--- src/rtl/id_ex_stage.sv ---
// ID/EX pipeline register with operand forwarding, ALU-control decode
// and load-use hazard detection for the 32-bit ALU.
module id_ex_stage #(
   parameter int W  = 32,
   parameter int RW = 5
) (
   input  logic          clk,
   input  logic          Reset,
   input  logic          stall,
   input  logic          flush,
   input  logic          id_valid,
   input  logic [W-1:0]  id_rs_data,
   input  logic [W-1:0]  id_rt_data,
   input  logic [W-1:0]  id_imm,
   input  logic [RW-1:0] id_rs,
   input  logic [RW-1:0] id_rt,
   input  logic [RW-1:0] id_rd,
   input  logic [4:0]    id_shamt,
   input  logic [5:0]    id_funct,
   input  logic [1:0]    id_alu_op,
   input  logic          id_alu_src,
   input  logic          id_reg_dst,
   input  logic          id_reg_write,
   input  logic          id_mem_read,
   input  logic          id_mem_write,
   input  logic          id_mem_to_reg,
   input  logic          exmem_reg_write,
   input  logic [RW-1:0] exmem_rd,
   input  logic [W-1:0]  exmem_result,
   input  logic          memwb_reg_write,
   input  logic [RW-1:0] memwb_rd,
   input  logic [W-1:0]  memwb_result,
   output logic [5:0]    alu_signal,
   output logic [W-1:0]  alu_data_a,
   output logic [W-1:0]  alu_data_b,
   output logic [4:0]    ex_shamt,
   output logic [W-1:0]  ex_store_data,
   output logic [RW-1:0] ex_dest,
   output logic          ex_reg_write,
   output logic          ex_mem_read,
   output logic          ex_mem_write,
   output logic          ex_mem_to_reg,
   output logic          ex_valid,
   output logic          ex_illegal,
   output logic          load_use_stall
);

   typedef struct packed {
      logic          valid;
      logic [W-1:0]  rs_data;
      logic [W-1:0]  rt_data;
      logic [W-1:0]  imm;
      logic [RW-1:0] rs;
      logic [RW-1:0] rt;
      logic [RW-1:0] dest;
      logic [4:0]    shamt;
      logic [5:0]    funct;
      logic [1:0]    alu_op;
      logic          alu_src;
      logic          reg_write;
      logic          mem_read;
      logic          mem_write;
      logic          mem_to_reg;
   } id_ex_t;

   localparam logic [5:0] F_ADD = 6'b100000;
   localparam logic [5:0] F_SUB = 6'b100010;
   localparam logic [5:0] F_AND = 6'b100100;
   localparam logic [5:0] F_OR  = 6'b100101;
   localparam logic [5:0] F_SLT = 6'b101010;
   localparam logic [5:0] F_SRL = 6'b000010;

   id_ex_t ex_q;
   id_ex_t id_d;

   // Invalid ID slots still carry data, but never control or a destination
   always_comb begin
      id_d         = '0;
      id_d.valid   = id_valid;
      id_d.rs_data = id_rs_data;
      id_d.rt_data = id_rt_data;
      id_d.imm     = id_imm;
      id_d.rs      = id_rs;
      id_d.rt      = id_rt;
      id_d.shamt   = id_shamt;
      id_d.funct   = id_funct;
      id_d.alu_op  = id_alu_op;
      id_d.alu_src = id_alu_src;
      if (id_valid) begin
         id_d.dest       = id_reg_dst ? id_rd : id_rt;
         id_d.reg_write  = id_reg_write;
         id_d.mem_read   = id_mem_read;
         id_d.mem_write  = id_mem_write;
         id_d.mem_to_reg = id_mem_to_reg;
      end
   end

   assign load_use_stall = ex_q.valid & ex_q.mem_read
                         & (ex_q.dest != '0) & id_valid
                         & ((ex_q.dest == id_rs) | (ex_q.dest == id_rt));

   always_ff @(posedge clk) begin
      if (Reset)
         ex_q <= '0;
      else if (flush)
         ex_q <= '0;
      else if (!stall)
         ex_q <= load_use_stall ? '0 : id_d;
   end

   logic ex_hit_a, wb_hit_a, ex_hit_b, wb_hit_b;
   logic [W-1:0] fwd_a, fwd_b;

   assign ex_hit_a = exmem_reg_write & (exmem_rd != '0)
                   & (exmem_rd == ex_q.rs);
   assign wb_hit_a = memwb_reg_write & (memwb_rd != '0)
                   & (memwb_rd == ex_q.rs);
   assign ex_hit_b = exmem_reg_write & (exmem_rd != '0)
                   & (exmem_rd == ex_q.rt);
   assign wb_hit_b = memwb_reg_write & (memwb_rd != '0)
                   & (memwb_rd == ex_q.rt);

   // EX/MEM is the younger result, so it wins over MEM/WB
   always_comb begin
      fwd_a = ex_q.rs_data;
      priority case (1'b1)
         ex_hit_a: fwd_a = exmem_result;
         wb_hit_a: fwd_a = memwb_result;
         default:  fwd_a = ex_q.rs_data;
      endcase
   end

   always_comb begin
      fwd_b = ex_q.rt_data;
      priority case (1'b1)
         ex_hit_b: fwd_b = exmem_result;
         wb_hit_b: fwd_b = memwb_result;
         default:  fwd_b = ex_q.rt_data;
      endcase
   end

   logic funct_ok;

   assign funct_ok = (ex_q.funct == F_AND) | (ex_q.funct == F_OR)
                   | (ex_q.funct == F_ADD) | (ex_q.funct == F_SUB)
                   | (ex_q.funct == F_SLT) | (ex_q.funct == F_SRL);

   always_comb begin
      alu_signal = F_ADD;
      ex_illegal = 1'b0;
      case (ex_q.alu_op)
         2'b00: alu_signal = F_ADD;
         2'b01: alu_signal = F_SUB;
         2'b11: alu_signal = F_OR;
         default: begin
            alu_signal = funct_ok ? ex_q.funct : F_ADD;
            ex_illegal = ex_q.valid & ~funct_ok;
         end
      endcase
   end

   assign alu_data_a    = fwd_a;
   assign alu_data_b    = ex_q.alu_src ? ex_q.imm : fwd_b;
   assign ex_store_data = fwd_b;
   assign ex_shamt      = ex_q.shamt;
   assign ex_dest       = ex_q.dest;
   assign ex_reg_write  = ex_q.reg_write;
   assign ex_mem_read   = ex_q.mem_read;
   assign ex_mem_write  = ex_q.mem_write;
   assign ex_mem_to_reg = ex_q.mem_to_reg;
   assign ex_valid      = ex_q.valid;

endmodule
--- config.mk ---
export PLATFORM = sky130hd
export DESIGN_NAME = id_ex_stage
export DESIGN_NICKNAME = d
export VERILOG_FILES = /design/src/rtl/id_ex_stage.sv
export SDC_FILE = /design/constraint.sdc
export NUM_CORES = 1
export LEC_CHECK = 0
export CAP_MARGIN = 30
export CORE_ASPECT_RATIO = 0.7
export CORE_UTILIZATION = 44
export CTS_CLUSTER_SIZE = 25
export DETAILED_ROUTE_END_ITERATION = 12
export GPL_TIMING_DRIVEN = 1
export PLACE_DENSITY = 0.87
export RECOVER_POWER = 25
export SYNTH_ARGS = -nofsm -noshare
export SYNTH_HDL_FRONTEND = slang
export SYNTH_SLANG_ARGS = --single-unit
--- constraint.sdc ---
create_clock -name clk -period 3.13 [get_ports clk]
set_clock_uncertainty 0.2 [all_clocks]
set_input_delay 0.313 -clock clk [delete_from_list [all_inputs] [get_ports clk]]
set_output_delay 0.313 -clock clk [all_outputs]
set_load 0.02 [all_outputs]
==> results.txt, run 1 <==
Crit path kind: register to output port
Largest stage delay, worst path: 360 ps
Post-DP HPWL: 17740 um
CTS Sinks: 130
Filler instances: 964
WL/cell: 20.94 um
Number of synthesis warnings: 0
H-tree depth: 4
Pwr per Cell Area: 421.9 nW/um^2
Total wire length: 25990 um
Power, Total: 4628 uW
TNS Setup: 0 ps
Max FO, Critical Path: 13
Core area: 14190 sq um
Layout cells sized above 1: 19.43%
Post-route cell area: 10970 sq um
Vias in the first global route: 7134
Met3 usage: 9.123%
WP data arrival: 2550 ps
Initial antenna violation count: 1
Period Utilization, post-route: 97.94%
Mapped Nets: 916
Worst rel slew slack: 28.47%
Vias per cell: 5.832
Top reg by flops: ex_q
Cells along the critical path: xnor2_2 > nand4_1 > buf_4 > or3_1 > a31oi_1 > mux2_2 > dlygate4sd2_1
Post-DRT Antenna Nets: 0
Syn avg cell area: 9.264 sq um
CTS Root Cell: clkbuf_16
WP data required: 2620 ps
Top-area cell type share of the netlist area: 39.85%
Maximum VDD drop: 0.3132 mV
Global routing met1 resource utilization: 42.19%
Lkg Pwr: 0.004585 uW
Top cells by area, synth: dfxtp_1 (40%), a22o_1 (16%), mux2_2 (6.4%)
Main synth FF type: dfxtp_1
Cell area after synthesis: 6531 sq um
Gate Count Post-Synth: 705
Count leader, synth: dfxtp_1
Clock buffer count from CTS: 17
Status: finished clean
Yosys cell types: 39
Fmax achieved: 326.2 MHz
Worst setup SP type: register
Layout overhead on the synthesized area: 67.95%
Final Util: 77.31%
Hold-fix buffers at CTS: 0
Sequential area share after synthesis: 39.85%
Worst skew pair latency: 410 ps
Total grt overflow: 0
Net count, final: 1248
Critical path's slowest cell: dfxtp_4
Slew Limit Fails: 0
Via count: 7237
Number of I/O pins: 330
Detailed Routing Iterations Pass 1: 5
Total GRT Usage: 33.21%
Port Buffers: 328
MaxCap Viol Count: 0
Final Wtd Congestion: 0.8934
Clk buf depth: 2
Die Y: 103.9 um
RSZ-0062 raised after global routing: yes
Worst-path clk slew: 60 ps
Worst hold path type: register to register
Final Critical Period: 3065 ps
Final setup viols: 0
GR met2 Demand/Resource: 54.01%
Post-DP Area: 10260 sq um
Worst-margin pin slew: 1073 ps
Hold Fails Final Rpt: 0
Yosys reg bits: 130
Starting utilization of the core area: 46.03%
Cell taking the most area after synthesis: dfxtp_1
Chip width: 147.6 um
Row count: 36
Largest net degree at the start of global routing: 87
First-pass GRT wire length: 39710 um
Die area: 15340 sq um
Number of synthesized flops with an enable pin: 0
CTS tree: done
Ys async rst share: 0%
GRT Max-Usage Layer: met2
Worst setup EP type: output port
Remaining DRCs: 0
Largest register FFs: 115
Top cells by count, synth: dfxtp_1 (130), a22o_1 (121), clkbuf_1 (38)
Initial DRC Count: 552
## layout make-up
cell class | instances | area [sq um] | area share [%]
antenna | 1 | 2.502 | 0.02281
clock buffer | 21 | 460.4 | 4.198
clock inverter | 11 | 130.1 | 1.186
inverter | 35 | 131.4 | 1.198
multi-input combinational | 464 | 3686 | 33.60
sequential | 130 | 2618 | 23.86
tap | 190 | 237.7 | 2.167
timing repair buffer | 389 | 3704 | 33.76
## through the flow
stage	hold WS, ps	cells	worst slack, ps
2_1_floorplan	235.9	705	514.9
3_3_place_gp	247.2	1202	-356.7
3_5_place_dp	248.5	1202	-387.5
4_1_cts	270.1	1240	-25.75
5_1_grt	280.9	1241	-56.00
6_report	262.3	1241	64.53
## placed cells by master (no fill, tap or decap), types with 28 or more instances in the layout
cell type and instances:
dfxtp_1 124, o21ai_0 28, buf_4 52, clkdlybuf4s50_1 208
dlygate4sd2_1 56, inv_1 35, nor3_1 34, a22o_1 121
nor2_1 35, a21oi_1 33, mux2i_1 32, mux2_2 36
## final timing paths
| check | from | to | slack [ps] | cells past startpoint |
|---|---|---|---|---|
| setup / recovery | ex_q[24] | alu_data_b[2] | 60 | 7 |
| hold / removal | ex_mem_write | ex_mem_write | 260 | 1 |
| setup reg to reg | ex_dest[0] | ex_q[55] | 450 | 6 |
| hold reg to reg | ex_mem_write | ex_mem_write | 260 | 1 |
## layer usage
| metal | routed length (um) | part of all wire, % |
|---|---|---|
| met1 | 10490 | 40 |
| met5 | 0 | 0 |
| met2 | 12220 | 47 |
| met4 | 588 | 2.3 |
| met3 | 2684 | 10 |
## critical path: cells and delay by family (launching register included)
family	cells	cell delay [ps]
simple gates	2	600
compound gates	1	220
mux	1	190
buf+inv	2	580
xor+xnor	1	180
flops	1	360
## timing repair
action / CTS / global route
endpoints found under the setup margin: 95 / 86
gates cloned: 2 / 1
buffers inserted: 4 / 0
gates resized for setup: 232 / 38
pin swaps: 9 / 9
## where the power goes
| group | internal, uW | switching, uW |
|---|---|---|
| clock network | 1220 | 773 |
| registers | 1710 | 40.4 |
| logic | 484 | 403 |
| total | 3410 | 1220 |
## kinds of logic after synthesis
kind of cell	Yosys count	synth area share, %
compound gates	238	26.99
xor+xnor	30	4.023
buf+inv	111	7.701
flops	130	39.85
mux	70	11.44
other cells	1	0.05742
simple gates	125	9.943
(Power assumes the default switching activity.)
==> run 2: changes to the inputs <==
CTS_CLUSTER_DIAMETER = 100   (was default)
==> results of run 2 <==
Same layout as run 1: the final DEF is identical, and so are final timing and power.
